## src/rtl/pwm_param_ctrl.sv

```systemverilog
// Duty/frequency setpoints -> PWM period/high-time via one shared 32-bit restoring divider.
// 66 cycles LATCH->WAIT, commit on next pwm_period_end; no backpressure, presses always accepted.
module pwm_param_ctrl #(
  parameter int unsigned CLK_HZ    = 50_000_000,
  parameter int unsigned DUTY_MAX  = 99,
  parameter int unsigned DUTY_STEP = 2,
  parameter int unsigned FREQ_MAX  = 200,
  parameter int unsigned FREQ_STEP = 4
) (
  input  logic        clk,
  input  logic        rst_n,
  input  logic        press_duty,
  input  logic        press_freq,
  input  logic        pwm_period_end,
  output logic [7:0]  duty,
  output logic [8:0]  frequency,
  output logic [23:0] period,
  output logic [23:0] htime,
  output logic        load,
  output logic        busy
);

  localparam logic [7:0]  DUTY_MAX_W  = 8'(DUTY_MAX);
  localparam logic [7:0]  DUTY_STEP_W = 8'(DUTY_STEP);
  localparam logic [8:0]  FREQ_MAX_W  = 9'(FREQ_MAX);
  localparam logic [8:0]  FREQ_STEP_W = 9'(FREQ_STEP);
  localparam logic [31:0] CLK_HZ_W    = 32'(CLK_HZ);
  localparam logic [31:0] P_RST       = 32'(CLK_HZ / FREQ_MAX);
  localparam logic [31:0] H_RST       = 32'((CLK_HZ / FREQ_MAX) * DUTY_MAX / 100);

  typedef enum logic [2:0] {IDLE, LATCH, DIV_P, MUL, DIV_H, WAIT} state_t;

  state_t      state, state_nxt;
  logic        pending;
  logic [7:0]  duty_snap;
  logic [31:0] rem, quo, dvsr;
  logic [4:0]  cnt;
  logic [23:0] p_stage, h_stage;

  logic        press_any;
  logic        commit;
  logic [32:0] trial, diff;
  logic        take;
  logic [31:0] rem_step, quo_step, product;

  assign press_any = press_duty | press_freq;
  assign busy      = (state != IDLE);
  assign commit    = (state == WAIT) && pwm_period_end && !press_any && !pending;

  // One restoring step: shift in the next dividend bit, subtract if it fits.
  assign trial    = {rem, quo[31]};
  assign diff     = trial - {1'b0, dvsr};
  assign take     = ~diff[32];
  assign rem_step = take ? diff[31:0] : trial[31:0];
  assign quo_step = {quo[30:0], take};
  assign product  = quo * {24'd0, duty_snap};

  always_ff @(posedge clk or negedge rst_n) begin
    if (!rst_n) begin
      duty      <= DUTY_MAX_W;
      frequency <= FREQ_MAX_W;
      pending   <= 1'b0;
    end else begin
      if (press_duty)
        duty <= (duty <= DUTY_STEP_W) ? DUTY_MAX_W : duty - DUTY_STEP_W;
      if (press_freq)
        frequency <= (frequency <= FREQ_STEP_W) ? FREQ_MAX_W : frequency - FREQ_STEP_W;
      // A press landing in LATCH outranks the clear, so that press still gets computed.
      pending <= press_any | (pending & (state != LATCH));
    end
  end

  always_ff @(posedge clk or negedge rst_n) begin
    if (!rst_n) state <= IDLE;
    else        state <= state_nxt;
  end

  always_comb begin
    state_nxt = state;
    case (state)
      IDLE:    if (pending) state_nxt = LATCH;
      LATCH:   state_nxt = DIV_P;
      DIV_P:   if (cnt == 5'd31) state_nxt = MUL;
      MUL:     state_nxt = DIV_H;
      DIV_H:   if (cnt == 5'd31) state_nxt = (pending || press_any) ? LATCH : WAIT;
      WAIT: begin
        if (pending || press_any) state_nxt = LATCH;
        else if (pwm_period_end)  state_nxt = IDLE;
      end
      default: state_nxt = IDLE;
    endcase
  end

  always_ff @(posedge clk or negedge rst_n) begin
    if (!rst_n) begin
      duty_snap <= '0;
      rem       <= '0;
      quo       <= '0;
      dvsr      <= '0;
      cnt       <= '0;
      p_stage   <= '0;
      h_stage   <= '0;
    end else begin
      case (state)
        LATCH: begin
          duty_snap <= duty;
          rem       <= '0;
          quo       <= CLK_HZ_W;
          dvsr      <= {23'd0, frequency};
          cnt       <= '0;
        end
        DIV_P: begin
          rem <= rem_step;
          quo <= quo_step;
          cnt <= cnt + 5'd1;
        end
        MUL: begin
          p_stage <= quo[23:0];
          rem     <= '0;
          quo     <= product;
          dvsr    <= 32'd100;
          cnt     <= '0;
        end
        DIV_H: begin
          rem <= rem_step;
          quo <= quo_step;
          cnt <= cnt + 5'd1;
          if (cnt == 5'd31) h_stage <= quo_step[23:0];
        end
        default: ;
      endcase
    end
  end

  always_ff @(posedge clk or negedge rst_n) begin
    if (!rst_n) begin
      period <= P_RST[23:0];
      htime  <= H_RST[23:0];
      load   <= 1'b0;
    end else begin
      load <= commit;
      if (commit) begin
        period <= p_stage;
        htime  <= h_stage;
      end
    end
  end

endmodule
```

## config.mk

```make
export PLATFORM = sky130hd
export DESIGN_NAME = pwm_param_ctrl
export DESIGN_NICKNAME = d
export VERILOG_FILES = /design/src/rtl/pwm_param_ctrl.sv
export SDC_FILE = /design/constraint.sdc
export NUM_CORES = 1
export LEC_CHECK = 0
export ABC_CLOCK_PERIOD_IN_PS = 9320
export BUFFER_PORTS_ARGS = -buffer_cell sky130_fd_sc_hd__buf_4
export CORE_ASPECT_RATIO = 0.5
export CORE_MARGIN = 5
export CORE_UTILIZATION = 30
export DETAILED_ROUTE_END_ITERATION = 10
export GPL_ROUTABILITY_DRIVEN = 0
export PLACE_DENSITY_LB_ADDON = 0.12
export SLEW_MARGIN = 20
export SYNTH_ARGS = -nofsm -noshare
export SYNTH_HDL_FRONTEND = slang
export SYNTH_SLANG_ARGS = --single-unit
```

## constraint.sdc

```tcl
create_clock -name clk -period 9.32 [get_ports clk]
set_clock_uncertainty 0.2 [all_clocks]
set_input_delay 1.864 -clock clk [delete_from_list [all_inputs] [get_ports clk]]
set_output_delay 1.864 -clock clk [all_outputs]
set_load 0.005 [all_outputs]
```

==> results of run 1 <==
[area by class of cell]
class	instances	area [um2]
Fill cell	5378	34420
Multi-Input combinational cell	1181	9987
Sequential cell	201	5060
Tap cell	701	877.1
Timing Repair Buffer	89	675.6
Clock buffer	28	614.3
Inverter	162	608.1
Clock inverter	14	171.4
[per-stage QoR]
stage            util  worst slack [ns]  cells  instance area [um2]
2_1_floorplan       -             4.144   1646                16050
3_3_place_gp   0.3283             3.431   2334                17210
3_5_place_dp   0.3283             3.402   2334                17210
4_1_cts        0.3433             3.357   2376                17990
5_1_grt        0.3433             3.002   2376                17990
6_report       0.3433             3.378   2376                17990
[layer usage]
metal	up-vias	part of all wire	global-route usage	wire length, um
li1	5486	-	-	-
met1	5861	0.51	0.2218	21630
met2	132	0.46	0.2409	19560
met3	27	0.029	0.01966	1229
met4	0	0.0090	0.01641	384
met5	-	0	0	0
[kinds of logic (layout without fill, tap and decap cells)]
logic type / count (synthesis) / in the layout / synth area share
muxes: 94 / 94 / 0.06634
xor gates and xnor gates: 60 / 60 / 0.03274
other: 1 / 2 / 0.0002336
and+or+nand+nor: 547 / 547 / 0.1777
DFF: 201 / 201 / 0.3152
buffers and inverters: 264 / 293 / 0.06361
AOI/OAI and AO/OA: 267 / 267 / 0.1062
adders and majority gates: 211 / 211 / 0.2379
[cells in the final DEF, fill, tap and decap left out, drive strengths merged, types with 12 or more instances in the layout]
master / netlist / layout
a21o: 13 / 13
nand3: 50 / 50
and3: 12 / 12
a21oi: 59 / 59
nor3: 27 / 27
buf: 13 / 89
dfstp: 24 / 24
ha: 54 / 54
dfrtp: 177 / 177
nand2: 172 / 172
clkbuf: 89 / 28
inv: 162 / 164
fa: 157 / 157
o21ai: 77 / 77
xor2: 20 / 20
a22oi: 16 / 16
o22ai: 15 / 15
xnor2: 40 / 40
nor2: 47 / 47
mux2: 83 / 83
and2: 177 / 177
[sequential cells by signal, indices dropped and copies added, names as in the netlist, 24 cells and up]
name	cells
p_stage	24
rem	32
htime	24
quo	32
period	24
h_stage	24
[final timing paths]
path,to,cells past startpoint
max,quo[26],15
min in group asynchronous,htime[11],1
max reg2reg,quo[26],15
min reg2reg,p_stage[20],2
max in group asynchronous,duty[7],2
min,p_stage[20],2
[critical path, stage by stage (launching register included)]
cell,delay [ns]
dfrtp_1,0.99
and2_1,0.27
fa_1,0.43
fa_1,0.52
fa_1,0.55
inv_1,0.06
fa_1,0.53
inv_1,0.04
ha_1,0.39
nand4_1,0.15
nor3_1,0.29
a211oi_1,0.15
a211oi_1,0.62
a21oi_1,0.18
xnor2_1,0.15
a221o_1,0.31
[cell usage after synthesis (4+ instances only)]
library cell / n
and2_1: 177
dfrtp_1: 177
nand2_1: 172
inv_1: 162
fa_1: 157
clkbuf_1: 89
mux2_2: 81
o21ai_0: 75
a21oi_1: 59
ha_1: 54
nand3_1: 50
nor2_1: 47
xnor2_1: 40
nor3_1: 26
dfstp_2: 24
xor2_1: 20
a22oi_1: 16
o22ai_1: 15
a21o_1: 13
and3_1: 12
o211ai_1: 11
a31oi_1: 10
mux2i_1: 10
o22a_1: 10
nand2b_1: 9
a211oi_1: 8
buf_1: 8
nor2b_1: 8
nand3b_1: 6
nor4_1: 6
o31ai_1: 6
nor3b_1: 5
o21a_1: 5
o21bai_1: 5
or2_2: 5
or3_1: 5
a221o_1: 4
o2111ai_1: 4
or4_1: 4
==> impl_metrics.csv, run 1 <==
group,metric,value,unit
yosys,synth_enable_flop_cells,0,
yosys,synth_area_leader_cell,"dfrtp_1",
yosys,yosysUniqueCellTypes,75,
yosys,syn_area,16050,um2
route,wirelength,42810,um
min_path,hp-class,"reg2reg",
grt,grt_max_degree,109,
yosys,async_flop_share,1.000,
route,vias,11506,
timing,holdWs,0.2704,ns
clock_network,cts_max_level,1,
clock_network,cts_made_buffers,23,
timing,tns,0,ns
route,drtIter0Drc,601,
flow_run,maxCapViolations,0,
timing,setup_viol,0,
cells_and_area,nets,1874,
die,core-area,52410,um2
clock_network,clock_sinks,201,
die,die_h,173.6,um
yosys,synthCells,1645,
worst_setup_path,setup.worst_path.start,"duty_snap[5]",
route,detail_route.first_pass.iterations,4,
worst_setup_path,worst-setup-path-type,"reg2reg",
grt,grt_pass1_vias,12059,
worst_setup_path,rrSetupSlack,3.38,ns
timing,finalMaxSlewViolations,0,
die,start_util,0.3062,
timing,worstMarginPinSlew,1.055,ns
cells_and_area,drive_gt1_frac,0.1510,
clock_network,post_cts_buffers,0,
die,io_pins,72,
cells_and_area,antenna_cells,0,
grt,antenna_found_initial,1,
worst_setup_path,path_max_fanout,28,
route,route.detailed.drc,0,
timing,period_needed,5.942,ns
worst_setup_path,arrival,6.17,ns
grt,grt_use_total,0.1494,
timing,max_freq,168.3,MHz
timing,finalHoldViolCount,0,
yosys,synth-seq-cells,201,
clock_network,insertion_delay,0.54,ns
clock_network,cts_buffer_depth,3,
worst_setup_path,cp.required,9.55,ns
worst_setup_path,worst_setup_path_start_kind,"flop",
clock_network,clk_pin_slew_worst_paths,0.07,ns
yosys,synthTopCellsByArea,"dfrtp_1 (28%), fa_1 (20%), and2_1 (6.9%), mux2_2 (5.7%), ha_1 (4.2%)",
route,vias_per_cell,4.843,
route,wl_per_cell,18.02,um
grt,grt.overflow.total,0,
die,fp.dieArea,58510,um2
cells_and_area,syn_to_final_growth,12.11,%
timing,rsz0062_at_grt,"no",
timing,maxSlewHeadroom,0.2944,
yosys,yosysSeqAreaShare,0.3152,
clock_network,cts_hold_buf,0,
clock_network,root_buffer,"clkbuf_16",
timing,min_period_over_period,0.6376,
route,final_antenna_net_count,0,
yosys,ys.flop_type,"dfrtp_1",
yosys,syn_area_per_cell,9.757,um2
place,hpwlAfterDp,29910,um
grt,grt_first_pass_wirelength,70730,um
yosys,synth_warnings,0,
worst_setup_path,cp-end-kind,"flop",
min_path,hold_start,"p_stage[20]",
yosys,synth_top_cell_area_share,0.2760,
worst_setup_path,reg2reg_from,"duty_snap[5]",
outcome,status,"completed",
clock_network,cts_resized,0,
die,die_w,337.1,um
die,rows,59,
place,io_buffers,69,
clock_network,cts_tree,"yes",
Power of run 1 is left out: the tool's default activity adds up to more than one toggle a clock period on the data nets, which glitch-free logic cannot reach.
==> inputs of run 2 (changes only) <==
--- a/config.mk
+++ b/config.mk
@@ -5,7 +5,7 @@
 export SDC_FILE = /design/constraint.sdc
 export NUM_CORES = 1
 export LEC_CHECK = 0
-export ABC_CLOCK_PERIOD_IN_PS = 9320
+export ABC_CLOCK_PERIOD_IN_PS = 5700
 export BUFFER_PORTS_ARGS = -buffer_cell sky130_fd_sc_hd__buf_4
 export CORE_ASPECT_RATIO = 0.5
 export CORE_MARGIN = 5
==> constraint.sdc (replaced) <==
create_clock -name clk -period 5.7 [get_ports clk]
set_clock_uncertainty 0.2 [all_clocks]
set_input_delay 1.14 -clock clk [delete_from_list [all_inputs] [get_ports clk]]
set_output_delay 1.14 -clock clk [all_outputs]
set_load 0.005 [all_outputs]
==> run 2 against run 1 <==
Sequential share of layout area is 0.68 points lower; largest cell class unchanged; first-iteration DRC count rose by 12%; critical endpoint unchanged; utilization is 0.88 points higher; setup slack worse by 3.1 ns; cell count is 2.4% higher; die area did not move; routed wire length up 7.3%; critical path depth increased by 1; clock-buffer cell count rose by 5; non-clock buffer count increased by 56.
==> impl_metrics.csv, run 2 (synthesis gave the netlist of run 1 again) <==
group,metric,value,unit
grt,grt_max_degree,94,
cells_and_area,antenna_cells,0,
route,dr_wl_met2,20550,um
worst_setup_path,worst-setup-path-type,"reg2reg",
cells_and_area,final_cell_mix,"and2_1 (177), dfrtp_1 (173), nand2_1 (171)",
route,detail_route.first_pass.iterations,5,
die,core-area,52410,um2
timing,holdWs,0.2723,ns
cells_and_area,reg_top3,"quo: 32 flops, rem: 32 flops",
clock_network,clock_sinks,201,
clock_network,root_buffer,"clkbuf_16",
timing,period_needed,5.407,ns
clock_network,cts_buffer_depth,3,
route,wl_met1,22940,um
outcome,status,"completed",
clock_network,cts_tree,"yes",
clock_network,clk_pin_slew_worst_paths,0.07,ns
clock_network,cts_hold_buf,0,
timing,finalMaxSlewViolations,0,
die,fp.dieArea,58510,um2
route,vias,11862,
clock_network,insertion_delay,0.54,ns
route,vias_per_cell,4.873,
min_path,min_delay_path_depth,2,
cells_and_area,seqCellArea,5065,um2
worst_setup_path,cp_num_cells,16,
min_path,hp-class,"reg2reg",
grt,grt.overflow.total,0,
cells_and_area,fillers,5366,
die,die_w,337.1,um
worst_setup_path,path_common_cell,"fa_1",
die,io_pins,72,
cells_and_area,nets,1931,
timing,min_period_over_period,0.9485,
worst_setup_path,reg2reg_depth,16,
cells_and_area,stdcell_area,18460,um2
place,io_buffers,69,
grt,antenna_found_initial,0,
die,rows,59,
clock_network,cts_max_level,1,
timing,finalHoldViolCount,0,
worst_setup_path,max_stage_delay,1.02,ns
worst_setup_path,worstPathCellList,"buf_4 -> and2_1 -> fa_1 -> fa_1 -> inv_1 -> fa_1 -> inv_1 -> ha_1 -> o21ai_0 -> nor3_1 -> a211oi_1 -> a211oi_1 -> buf_4 -> a21oi_1 -> xnor2_1 -> a221o_1",
place,hpwlAfterDp,32510,um
cells_and_area,syn_to_final_growth,14.99,%
worst_setup_path,worst_setup_path_start_kind,"flop",
clock_network,cts_made_buffers,24,
worst_setup_path,path_buf_inv,4,
worst_setup_path,path_max_fanout,20,
cells_and_area,final_util,0.3521,
cells_and_area,final_common_cell,"and2_1",
grt,grt_first_pass_wirelength,74130,um
route,wl_met3,1889,um
die,start_util,0.3062,
timing,maxSlewHeadroom,0.2656,
route,route.detailed.drc,0,
place,placed_area,17680,um2
timing,tns,0,ns
timing,max_freq,185.0,MHz
cells_and_area,multi_input_area,9987,um2
route,top_layer,"met4",
grt,grt_use_total,0.1579,
worst_setup_path,cpMaxStageDelayCell,"dfrtp_1",
flow_run,maxCapViolations,0,
route,wirelength,45920,um
timing,setup_viol,0,
timing,rsz0062_at_grt,"no",
cells_and_area,drive_gt1_frac,0.1806,
die,die_h,173.6,um
worst_setup_path,cp-end-kind,"flop",
route,drtIter0Drc,675,
route,wl_per_cell,18.86,um
route,final_antenna_net_count,0,
worst_setup_path,cp.required,5.92,ns
timing,worstMarginPinSlew,1.094,ns
worst_setup_path,arrival,5.63,ns
worst_setup_path,cp_top_family,"adder cells",
grt,grt_pass1_vias,12480,
[run 2: area by class of cell]
type                            count  area share
Clock buffer                       33     0.03715
Multi-Input combinational cell   1181      0.5411
Tap cell                          701     0.04752
Clock inverter                     11    0.004745
Sequential cell                   201      0.2744
Timing Repair Buffer              145     0.06210
Inverter                          162     0.03295
[run 2: layer usage]
| layer | vias up | global-route usage |
|---|---|---|
| li1 | 5592 | - |
| met1 | 6048 | 0.2378 |
| met2 | 187 | 0.2493 |
| met3 | 35 | 0.02111 |
| met4 | 0 | 0.01886 |
| met5 | - | 0 |
[run 2: path summary, 6_finish.rpt]
| kind | startpoint | end | slack, ns |
|---|---|---|---|
| min in group asynchronous | rst_n | p_stage[4] | 0.45 |
| max reg2reg | duty_snap[1] | quo[26] | 0.29 |
| min reg2reg | p_stage[9] | p_stage[9] | 0.27 |
| max in group asynchronous | rst_n | htime[17] | 3.78 |
| max | duty_snap[1] | quo[26] | 0.29 |
| min | p_stage[9] | p_stage[9] | 0.27 |
[run 2: per-stage QoR]
step | std cells | setup slack, ns
2_1_floorplan | 1646 | 0.5236
3_3_place_gp | 2390 | 0.1622
3_5_place_dp | 2390 | 0.1785
4_1_cts | 2434 | 0.1476
5_1_grt | 2434 | 0.002859
6_report | 2434 | 0.2934
[run 2: timing repair]
item,CTS,global route
setup endpoints to repair,0,7
setup buffers,0,0
resized for setup,0,4
[run 2: tightest hold or removal path, delay by kind of cell (launching register included)]
family,cells,cell delay (ns)
flops,1,0.34
simple gates,2,0.10
Power of run 2 is left out for the same reason.
